==> src/rtl/fadc_rd_pkg.sv <==
// Shared types and defaults for the FADC buffer read engine.
package fadc_rd_pkg;

  localparam int unsigned ADDR_W_DEF = 8;
  localparam int unsigned DATA_W_DEF = 16;

  typedef enum logic [1:0] {StIdle, StRead, StDrain} state_t;

  typedef logic [ADDR_W_DEF:0] count_t;

endpackage

==> src/rtl/fadc_rd_fifo.sv <==
// Small synchronous skid FIFO; occupancy feeds the read-issue credit check.
module fadc_rd_fifo #(
  parameter int unsigned DEPTH = 4,
  parameter int unsigned WIDTH = 16,
  parameter int unsigned CNT_W = $clog2(DEPTH + 1)
) (
  input  logic             clock,
  input  logic             reset,
  input  logic             flush,
  input  logic             push,
  input  logic [WIDTH-1:0] push_data,
  input  logic             pop,
  output logic [WIDTH-1:0] pop_data,
  output logic             empty,
  output logic [CNT_W-1:0] count
);

  localparam int unsigned PtrW = (DEPTH > 1) ? $clog2(DEPTH) : 1;

  logic [WIDTH-1:0] mem [DEPTH];
  logic [PtrW-1:0]  wr_ptr;
  logic [PtrW-1:0]  rd_ptr;
  logic             do_pop;

  function automatic logic [PtrW-1:0] next_ptr(input logic [PtrW-1:0] p);
    return (p == PtrW'(DEPTH - 1)) ? '0 : p + 1'b1;
  endfunction

  assign empty    = (count == '0);
  assign pop_data = mem[rd_ptr];
  assign do_pop   = pop & ~empty;

  always_ff @(posedge clock) begin
    if (reset) begin
      wr_ptr <= '0;
      rd_ptr <= '0;
      count  <= '0;
      for (int i = 0; i < DEPTH; i++) mem[i] <= '0;
    end else if (flush) begin
      wr_ptr <= '0;
      rd_ptr <= '0;
      count  <= '0;
    end else begin
      if (push) begin
        mem[wr_ptr] <= push_data;
        wr_ptr      <= next_ptr(wr_ptr);
      end
      if (do_pop) rd_ptr <= next_ptr(rd_ptr);
      case ({push, do_pop})
        2'b10:   count <= count + 1'b1;
        2'b01:   count <= count - 1'b1;
        default: ;
      endcase
    end
  end

endmodule

==> src/rtl/fadc_buffer_reader.sv <==
// Fetches a wrap-around block from the FADC buffer read port and streams it out
// over valid/ready, hiding RAM latency behind a credit-limited skid FIFO.
module fadc_buffer_reader
  import fadc_rd_pkg::*;
#(
  parameter int unsigned ADDR_W     = ADDR_W_DEF,
  parameter int unsigned DATA_W     = DATA_W_DEF,
  parameter int unsigned RD_LAT     = 2,
  parameter int unsigned FIFO_DEPTH = RD_LAT + 2
) (
  input  logic              clock,
  input  logic              reset,
  input  logic              start,
  input  logic [ADDR_W-1:0] start_addr,
  input  logic [ADDR_W:0]   n_words,
  input  logic              abort,
  output logic [ADDR_W-1:0] rdaddress,
  input  logic [DATA_W-1:0] q,
  output logic [DATA_W-1:0] out_data,
  output logic              out_valid,
  input  logic              out_ready,
  output logic              busy,
  output logic              done
);

  localparam int unsigned   CntW     = $clog2(FIFO_DEPTH + 1);
  localparam int unsigned   SumW     = 8;
  localparam logic [ADDR_W:0] CountOne = (ADDR_W + 1)'(1);

  state_t            state;
  logic [ADDR_W-1:0] addr;
  logic [ADDR_W:0]   remain;
  // tok[0] marks a cycle in which rdaddress carries a fresh address; q is
  // valid for it when the token reaches tok[RD_LAT].
  logic [RD_LAT:0]   tok;
  logic [CntW-1:0]   occ;
  logic              fifo_empty;
  logic              pop;
  logic              start_ok;
  logic              issue;
  logic              drain_ok;
  logic [ADDR_W-1:0] issue_addr;
  logic [ADDR_W:0]   issue_rem;
  logic [SumW-1:0]   pending;

  always_comb begin
    pending = SumW'(occ);
    for (int i = 0; i <= RD_LAT; i++) pending = pending + SumW'(tok[i]);
  end

  assign out_valid  = ~fifo_empty;
  assign pop        = out_valid & out_ready;
  assign start_ok   = (state == StIdle) && start && (n_words != '0);
  assign issue_addr = start_ok ? start_addr : addr;
  assign issue_rem  = start_ok ? n_words : remain;
  // A pop in the same cycle frees the slot the new token will eventually need.
  assign issue      = start_ok ||
                      ((state == StRead) && (pending < SumW'(FIFO_DEPTH) + SumW'(pop)));
  assign drain_ok   = (tok == '0) && ((occ == '0) || ((occ == CntW'(1)) && pop));

  always_ff @(posedge clock) begin
    if (reset || abort) begin
      state     <= StIdle;
      rdaddress <= '0;
      addr      <= '0;
      remain    <= '0;
      tok       <= '0;
      busy      <= 1'b0;
      done      <= 1'b0;
    end else begin
      done <= 1'b0;
      tok  <= {tok[RD_LAT-1:0], issue};
      if (issue) begin
        rdaddress <= issue_addr;
        addr      <= issue_addr + 1'b1;
        remain    <= issue_rem - 1'b1;
        busy      <= 1'b1;
        state     <= (issue_rem == CountOne) ? StDrain : StRead;
      end else begin
        case (state)
          StIdle:  if (start && (n_words == '0)) done <= 1'b1;
          StDrain: begin
            if (drain_ok) begin
              done  <= 1'b1;
              busy  <= 1'b0;
              state <= StIdle;
            end
          end
          default: ;
        endcase
      end
    end
  end

  fadc_rd_fifo #(
    .DEPTH (FIFO_DEPTH),
    .WIDTH (DATA_W),
    .CNT_W (CntW)
  ) u_fifo (
    .clock     (clock),
    .reset     (reset),
    .flush     (abort),
    .push      (tok[RD_LAT]),
    .push_data (q),
    .pop       (out_ready),
    .pop_data  (out_data),
    .empty     (fifo_empty),
    .count     (occ)
  );

endmodule
==> config.mk <==
export PLATFORM = sky130hd
export DESIGN_NAME = fadc_buffer_reader
export DESIGN_NICKNAME = d
export VERILOG_FILES = /design/src/rtl/fadc_rd_pkg.sv /design/src/rtl/fadc_rd_fifo.sv /design/src/rtl/fadc_buffer_reader.sv
export SDC_FILE = /design/constraint.sdc
export NUM_CORES = 1
export LEC_CHECK = 0
export ABC_AREA = 1
export BUFFER_PORTS_ARGS = -buffer_cell sky130_fd_sc_hd__buf_2
export CORE_MARGIN = 4
export CORE_UTILIZATION = 35
export CTS_CLUSTER_SIZE = 40
export DETAILED_ROUTE_END_ITERATION = 7
export PLACE_DENSITY = 0.59
export REMOVE_ABC_BUFFERS = 1
export SLEW_MARGIN = 20
export SYNTH_ARGS = -nofsm -noshare
export SYNTH_HDL_FRONTEND = slang
export SYNTH_SLANG_ARGS = --single-unit
export TNS_END_PERCENT = 1
==> constraint.sdc <==
create_clock -name clock -period 2.2 [get_ports clock]
set_input_delay 0.44 -clock clock [delete_from_list [all_inputs] [get_ports clock]]
set_output_delay 0.44 -clock clock [all_outputs]
set_load 0.02 [all_outputs]
==> key figures, run 1 <==
Run status
  – Outcome: complete, but fails checks
  – Failing checks: negative setup slack

Floorplanning
  – Initial core utilization: 35.5%
  – Core Rows: 44
  – Die width: 129 microns
  – Die Y: 129 microns
  – I/O pins: 65
  – Die area: 16700 sq um
  – Core Area: 14500 sq um

STA
  – Final Hold Fails: 0
  – Max_slew headroom: 65.2%
  – Min cycle time layout: 2.60 ns
  – Endpoints failing setup: 29
  – Final period util: 118%
  – Fmax: 385 MHz
  – Setup TNS Final: -7.42 ns
  – Unrepaired setup endpoints after global routing: yes
  – Slew Limit Fails: 0
  – Worst-Margin Slew: 0.521 ns
  – Min Hold Slack: 0.437 ns
  – Worst Slack Setup Final: -0.397 ns
  – Clk_skew: 0.00702 ns

Power and ir drop
  – VDD IR max: 0.339 mV
  – Pwr Total: 4.14 mW
  – PD cells: 670 nW/um^2
  – Reported leakage power: 2.74 nW

Synthesis
  – Yosys warns: 0
  – Syn Std Cell Area: 5140 sq um
  – Syn_area_per_cell: 8.81 sq um
  – Netlist cell types: 40
  – Yosys reg bits: 105
  – Sequential share of the synthesized area: 53.3%
  – Gate Count Post-Synth: 584

Finish
  – Utilization after layout: 42.6%
  – Area grow syn2layout: 20.1%
  – Nets: 731
  – Most frequent cells in the layout: nor2_1 (118), nand2_1 (87), buf_2 (64), edfxtp_1 (64), inv_1 (57)
  – Final Non-Filler Cells: 867
  – Layout cell share with drive strength beyond 1: 24.6%
  – Most common cell after layout, fill and taps aside: nor2_1
  – N_diodes: 0
  – Post-route cell area: 6170 sq um

Placed design
  – Dpl hpwl: 8660 microns
  – Post-DP Area: 5840 sq um
  – Port bufs: 64
  – Placer Congestion: 0.857
  – Placed insts: 847
  – Pre-CTS setup slack: -0.381 ns

Setup path
  – CP cell instances: fa_1 > ha_2 > inv_2 > fa_1 > nand2_1 > o21ai_1 > nand2_1 > nand2_4 > nor2_4 > buf_4 > buf_4 > a22o_1
  – Largest fanout on the critical path: 6
  – Crit path kind: reg2reg
  – CP endpoint kind: flop
  – Data required time at the worst endpoint: 2.44 ns
  – Startpoint Class: flop
  – CP max-delay cell: fa_1
  – CP arrival: 2.84 ns
  – Worst path max stage delay: 0.55 ns

Clock tree
  – Clock Sink Count: 105
  – Worst skew pair latency: 0.34 ns
  – Worst-path clk slew: 0.07 ns
  – Clk buf depth: 2
  – Clk root buf: clkbuf_16
  – CTS Hold Buffers Added: 0
  – H-tree levels: 3
  – CTS tree: done
  – Cts bufs inserted: 9

Routing
  – TritonRoute pass-1 iters: 4
  – Routed wire length per instance: 14.3 microns
  – Residual DRC: 0
  – Via density per instance: 4.77
  – Final wirelength: 12400 microns
  – Via count: 4134
  – Antenna-violating nets left: 0
  – Starting DRT DRC Count: 215

Flow run
  – Max cap viols: 0

Global routing
  – Number of global-route vias before repair: 4246
  – Total grt overflow: 0
  – Total Routing Usage GR: 15.6%
  – First-pass GRT wire length: 20400 microns
  – Initial antenna violation count: 0
  – Largest net degree at the start of global routing: 33

Worst hold path
  – HP Class: in2reg
## Yosys cell counts, drive strengths merged
master / instances / area share, %
nor2: 132 / 11
nand3b: 4 / 0.58
fa: 2 / 0.78
nand2: 105 / 9.0
ha: 13 / 3.2
clkbuf: 9 / 0.66
nand4: 3 / 0.37
a21boi: 1 / 0.15
nand3: 30 / 3.1
edfxtp: 64 / 37
o211a: 1 / 0.19
xor2: 1 / 0.17
o211ai: 2 / 0.29
inv: 64 / 4.7
dfxtp: 41 / 16
o21ai: 61 / 6.2
a22o: 2 / 0.34
clkinv: 3 / 0.22
o31ai: 2 / 0.29
xnor2: 1 / 0.17
a31o: 1 / 0.17
buf: 11 / 1.5
or2: 2 / 0.24
a31oi: 1 / 0.12
o22ai: 18 / 2.2
o21bai: 1 / 0.37
a21oi: 9 / 0.95
## area by class of cell
type	instances	area [sq um]
clock inverter	6	41.3
tap	184	230
sequential	105	2750
multi-input combinational	392	2060
timing repair buffer	103	617
clock buffer	10	229
inverter	67	256
fill	1445	8300
## worst paths after layout
check,slack (ns),cells after the start,endpoint,from
worst max-delay path,-0.40,12,rdaddress[1]$_SDFFE_PP0P_,tok[0]$_SDFF_PP0_
worst min-delay path,0.44,3,u_fifo.mem[1][3]$_SDFFCE_PN0P_,q[3]
worst max register to register,-0.40,12,rdaddress[1]$_SDFFE_PP0P_,tok[0]$_SDFF_PP0_
worst min register to register,0.45,2,rdaddress[3]$_SDFFE_PP0P_,rdaddress[3]$_SDFFE_PP0P_
## layer usage
| layer | global-route usage (%) | vias to the layer above | routed length [microns] | part of all wire (%) |
|---|---|---|---|---|
| li1 | - | 2113 | - | - |
| met1 | 19.0 | 1905 | 5280 | 43 |
| met2 | 27.6 | 101 | 6270 | 50 |
| met3 | 3.50 | 15 | 696 | 5.6 |
| met4 | 4.63 | 0 | 170 | 1.4 |
| met5 | 0 | - | 0 | 0 |
## what timing repair did
item / CTS / global route
pin swaps: 8 / 6
buffers inserted: 1 / 3
resized for setup: 9 / 2
setup endpoints to repair: 29 / 30
## sequential cells by signal, indices dropped and copies added (netlist names), named ones only
name,cells
addr,8
busy,1
done,1
rdaddress,8
remain,9
state,2
tok,3
u_fifo.count,3
u_fifo.mem,64
u_fifo.rd_ptr,2
u_fifo.wr_ptr,2
## power breakdown
group	switching, mW	internal [mW]
registers	0.0252	2.14
logic	0.293	0.172
clock network	0.733	0.772
## worst max-delay path, delay by kind of cell, from the launching register on
kind	cells	cell delay (ns)
adders and majority gates	3	1.21
and+or+nand+nor	4	0.36
DFF	1	0.33
buffers and inverters	3	0.30
AOI/OAI and AO/OA	2	0.30
## kinds of logic after synthesis
kind of cell	after synthesis	share of synthesized area, %
AOI/OAI and AO/OA	99	11.3
xor gates and xnor gates	2	0.341
adders and majority gates	15	3.94
buffers and inverters	87	7.06
DFF	105	53.3
and+or+nand+nor	276	24.0
Note: power is estimated with default switching activity, not from simulation.
==> run 2, diff against run 1 <==
- CORE_UTILIZATION: 35 -> 52
- PLACE_DENSITY: 0.59 -> 0.8
- REMOVE_ABC_BUFFERS: 1 -> not set
==> run 2 against run 1 <==
The flow still finishes with violations (negative setup slack). Critical endpoint is now addr[3]$_SDFFE_PP0P_. Non-clock buffer count shrank 1. Via count grew 1.3%. Sequential share of layout area grew 0.50 points. Cell area shrank 1.1%. Register-to-register slack lost 0.04 ns. Worst setup slack lost 0.042 ns. Clock skew grew 0.0037 ns. Clock-buffer cell count shrank 1. Worst hold slack lost 0.036 ns. Clock power shrank 27%. Flip-flop and latch count is the same. Global-route usage grew 4.9 points.
==> key figures, run 2 (synthesis gave the netlist of run 1 again) <==
Finish
  – N_diodes: 0 (unchanged)
  – Fillers: 804 (-44%)
  – Nets: 730 (-0.14%)
  – Layout cell share with drive strength beyond 1: 27.6% (+3.0 points)
  – Final Non-Filler Cells: 815 (-6.0%)
  – Max reg flops: 64 (unchanged)
  – Area grow syn2layout: 18.8%
  – Most frequent cells in the layout: nor2_1 (116), nand2_1 (81), buf_2 (64), edfxtp_1 (64), inv_1 (56)
  – Most common cell after layout, fill and taps aside: nor2_1
  – Most flop-heavy register: u_fifo.mem
  – Largest regs: u_fifo.mem (64), remain (9)

Routing
  – Starting DRT DRC Count: 218 (+1.4%)
  – Via count: 4189 (+1.3%)
  – Antenna-violating nets left: 0 (unchanged)
  – Via density per instance: 5.14 (+7.8%)
  – Final wirelength: 11600 microns (-6.7%)
  – Routed wire length per instance: 14.2 microns (-0.70%)
  – Residual DRC: 0 (unchanged)
  – TritonRoute pass-1 iters: 4 (unchanged)

Placed design
  – Pre-CTS setup slack: -0.454 ns (-0.0724 ns)
  – Port bufs: 64 (unchanged)
  – Placed insts: 795 (-6.1%)
  – Dpl hpwl: 8350 microns (-3.5%)
  – Placer Congestion: 0.877 (+2.4%)

Setup path
  – CP arrival: 2.93 ns (+0.09 ns)
  – Largest fanout on the critical path: 7 (+1)
  – Startpoint Class: flop
  – Crit path kind: reg2reg
  – CP endpoint kind: flop
  – Data required time at the worst endpoint: 2.49 ns (+0.05 ns)

Power and ir drop
  – Int Pwr: 2.73 mW (-11%)
  – VDD IR max: 0.322 mV (-5.1%)
  – Switching share of power: 27.0% (+1.5 points)
  – Reported leakage power: 2.74 nW (about the same)
  – Register share of total power: 58.0% (+5.6 points)
  – Net switching power: 1.01 mW (-4.1%)
  – PD cells: 612 nW/um^2 (-8.6%)
  – Gate power share: 12.5% (+1.3 points)
  – Clk pwr share: 29.5% (-6.9 points)

Clock tree
  – Clk root buf: clkbuf_8
  – Worst skew pair latency: 0.37 ns (+0.03 ns)
  – Clock Sink Count: 105 (unchanged)
  – H-tree levels: 3 (unchanged)
  – CTS tree: done
  – Clk buf depth: 2 (unchanged)
  – Worst-path clk slew: 0.11 ns (+0.04 ns)
  – Cts bufs inserted: 9 (unchanged)

STA
  – Fmax: 379 MHz (-1.6%)
  – Slew Limit Fails: 0 (unchanged)
  – Worst-Margin Slew: 0.510 ns (-0.0110 ns)
  – Min cycle time layout: 2.64 ns (+0.0416 ns)
  – Worst Slack Setup Final: -0.439 ns (-0.0416 ns)
  – Clk_skew: 0.0108 ns (+0.00374 ns)
  – Unrepaired setup endpoints after global routing: yes
  – Max_slew headroom: 66.0% (+0.73 points)
  – Final Hold Fails: 0 (unchanged)
  – Endpoints failing setup: 29 (unchanged)
  – Final period util: 120% (+1.9 points)

Global routing
  – Initial antenna violation count: 0 (unchanged)
  – Total grt overflow: 0 (unchanged)
  – Largest net degree at the start of global routing: 33 (unchanged)
  – Total Routing Usage GR: 20.5% (+4.9 points)
  – First-pass GRT wire length: 18600 microns (-8.7%)
  – Number of global-route vias before repair: 3976 (-6.4%)

Run status
  – Failing checks: negative setup slack
  – Outcome: complete, but fails checks

Floorplanning
  – I/O pins: 65 (unchanged)
  – Die area: 11500 sq um (-31%)
  – Die width: 107 microns (-17%)
  – Core Area: 9680 sq um (-33%)
  – Core Rows: 36 (-18%)
  – Initial core utilization: 53.1% (+18 points)
  – Die Y: 107 microns (-17%)

Synthesis
  – Syn_nets: 637

Flow run
  – Max cap viols: 0 (unchanged)

Worst hold path
  – HP Class: in2reg
-- run 2: cell types whose count changed in the layout (fill, tap and decap cells not counted), sizes merged --
cell      delta
clkinv       -1
clkinvlp     +2
buf          -1
clkbuf       -1
-- run 2: final cells by class --
class                      instances  area, sq um  area share (%)
clock buffer                       9          124            2.03
clock inverter                     7         53.8           0.881
inverter                          67          256            4.20
multi-input combinational        392         2120            34.6
sequential                       105         2750            45.0
tap                              133          166            2.72
timing repair buffer             102          646            10.6
-- run 2: power groups by stage --
stage	clock [mW]	sequential (mW)	combinational, mW
after floorplan	0	2.21	0.290
after global placement	0	2.21	0.435
after detailed placement	0	2.21	0.446
after CTS	1.13	2.17	0.455
after global routing	1.22	2.17	0.517
final	1.10	2.17	0.469
-- run 2: worst paths after layout --
check | slack (ns) | start | to | cells past startpoint
worst min-delay path | 0.40 | q[11] | u_fifo.mem[2][11]$_SDFFCE_PN0P_ | 3
worst min register to register | 0.46 | rdaddress[2]$_SDFFE_PP0P_ | rdaddress[2]$_SDFFE_PP0P_ | 2
worst max register to register | -0.44 | tok[1]$_SDFF_PP0_ | addr[3]$_SDFFE_PP0P_ | 11
worst max-delay path | -0.44 | tok[1]$_SDFF_PP0_ | addr[3]$_SDFFE_PP0P_ | 11
-- run 2: metrics by stage --
stage          setup TNS [ns]  total power, mW  hold WS, ns  cell area (sq um)  utilization, %
6_report                -9.14             3.74        0.401               6110            63.1
5_1_grt                -12.82             3.91        0.400               6110            63.1
4_1_cts                 -8.09             3.75        0.390               6020            62.2
3_5_place_dp           -10.65             2.66        0.438               5800            59.9
3_3_place_gp            -8.42             2.64        0.434               5800            59.9
2_1_floorplan           -2.32             2.50        0.426               5160               -
-- run 2: critical path, stage by stage, from the launching register on --
cell and delay, ns:
dfxtp_2 0.34, fa_1 0.55, ha_2 0.19, inv_2 0.04, fa_2 0.53, nand2_2 0.07, o21ai_2 0.15, nand2_2 0.08
nand2_4 0.12, nand2_8 0.09, or2_1 0.25, o211ai_1 0.17
-- run 2: repair_timing --
| action | 4_1_cts | 5_1_grt |
|---|---|---|
| buffers inserted | 1 | 3 |
| pin swaps | 7 | 15 |
| setup endpoints to repair | 29 | 30 |
| hold buffers | 0 | 0 |
| resized for setup | 11 | 24 |
-- run 2: layer usage --
metal | share of wire (%) | global-route usage (%) | up-vias
li1 | - | - | 2104
met4 | 1.5 | 6.22 | 0
met2 | 52 | 37.0 | 116
met1 | 41 | 24.9 | 1953
met3 | 5.5 | 3.78 | 16
met5 | 0 | 0 | -
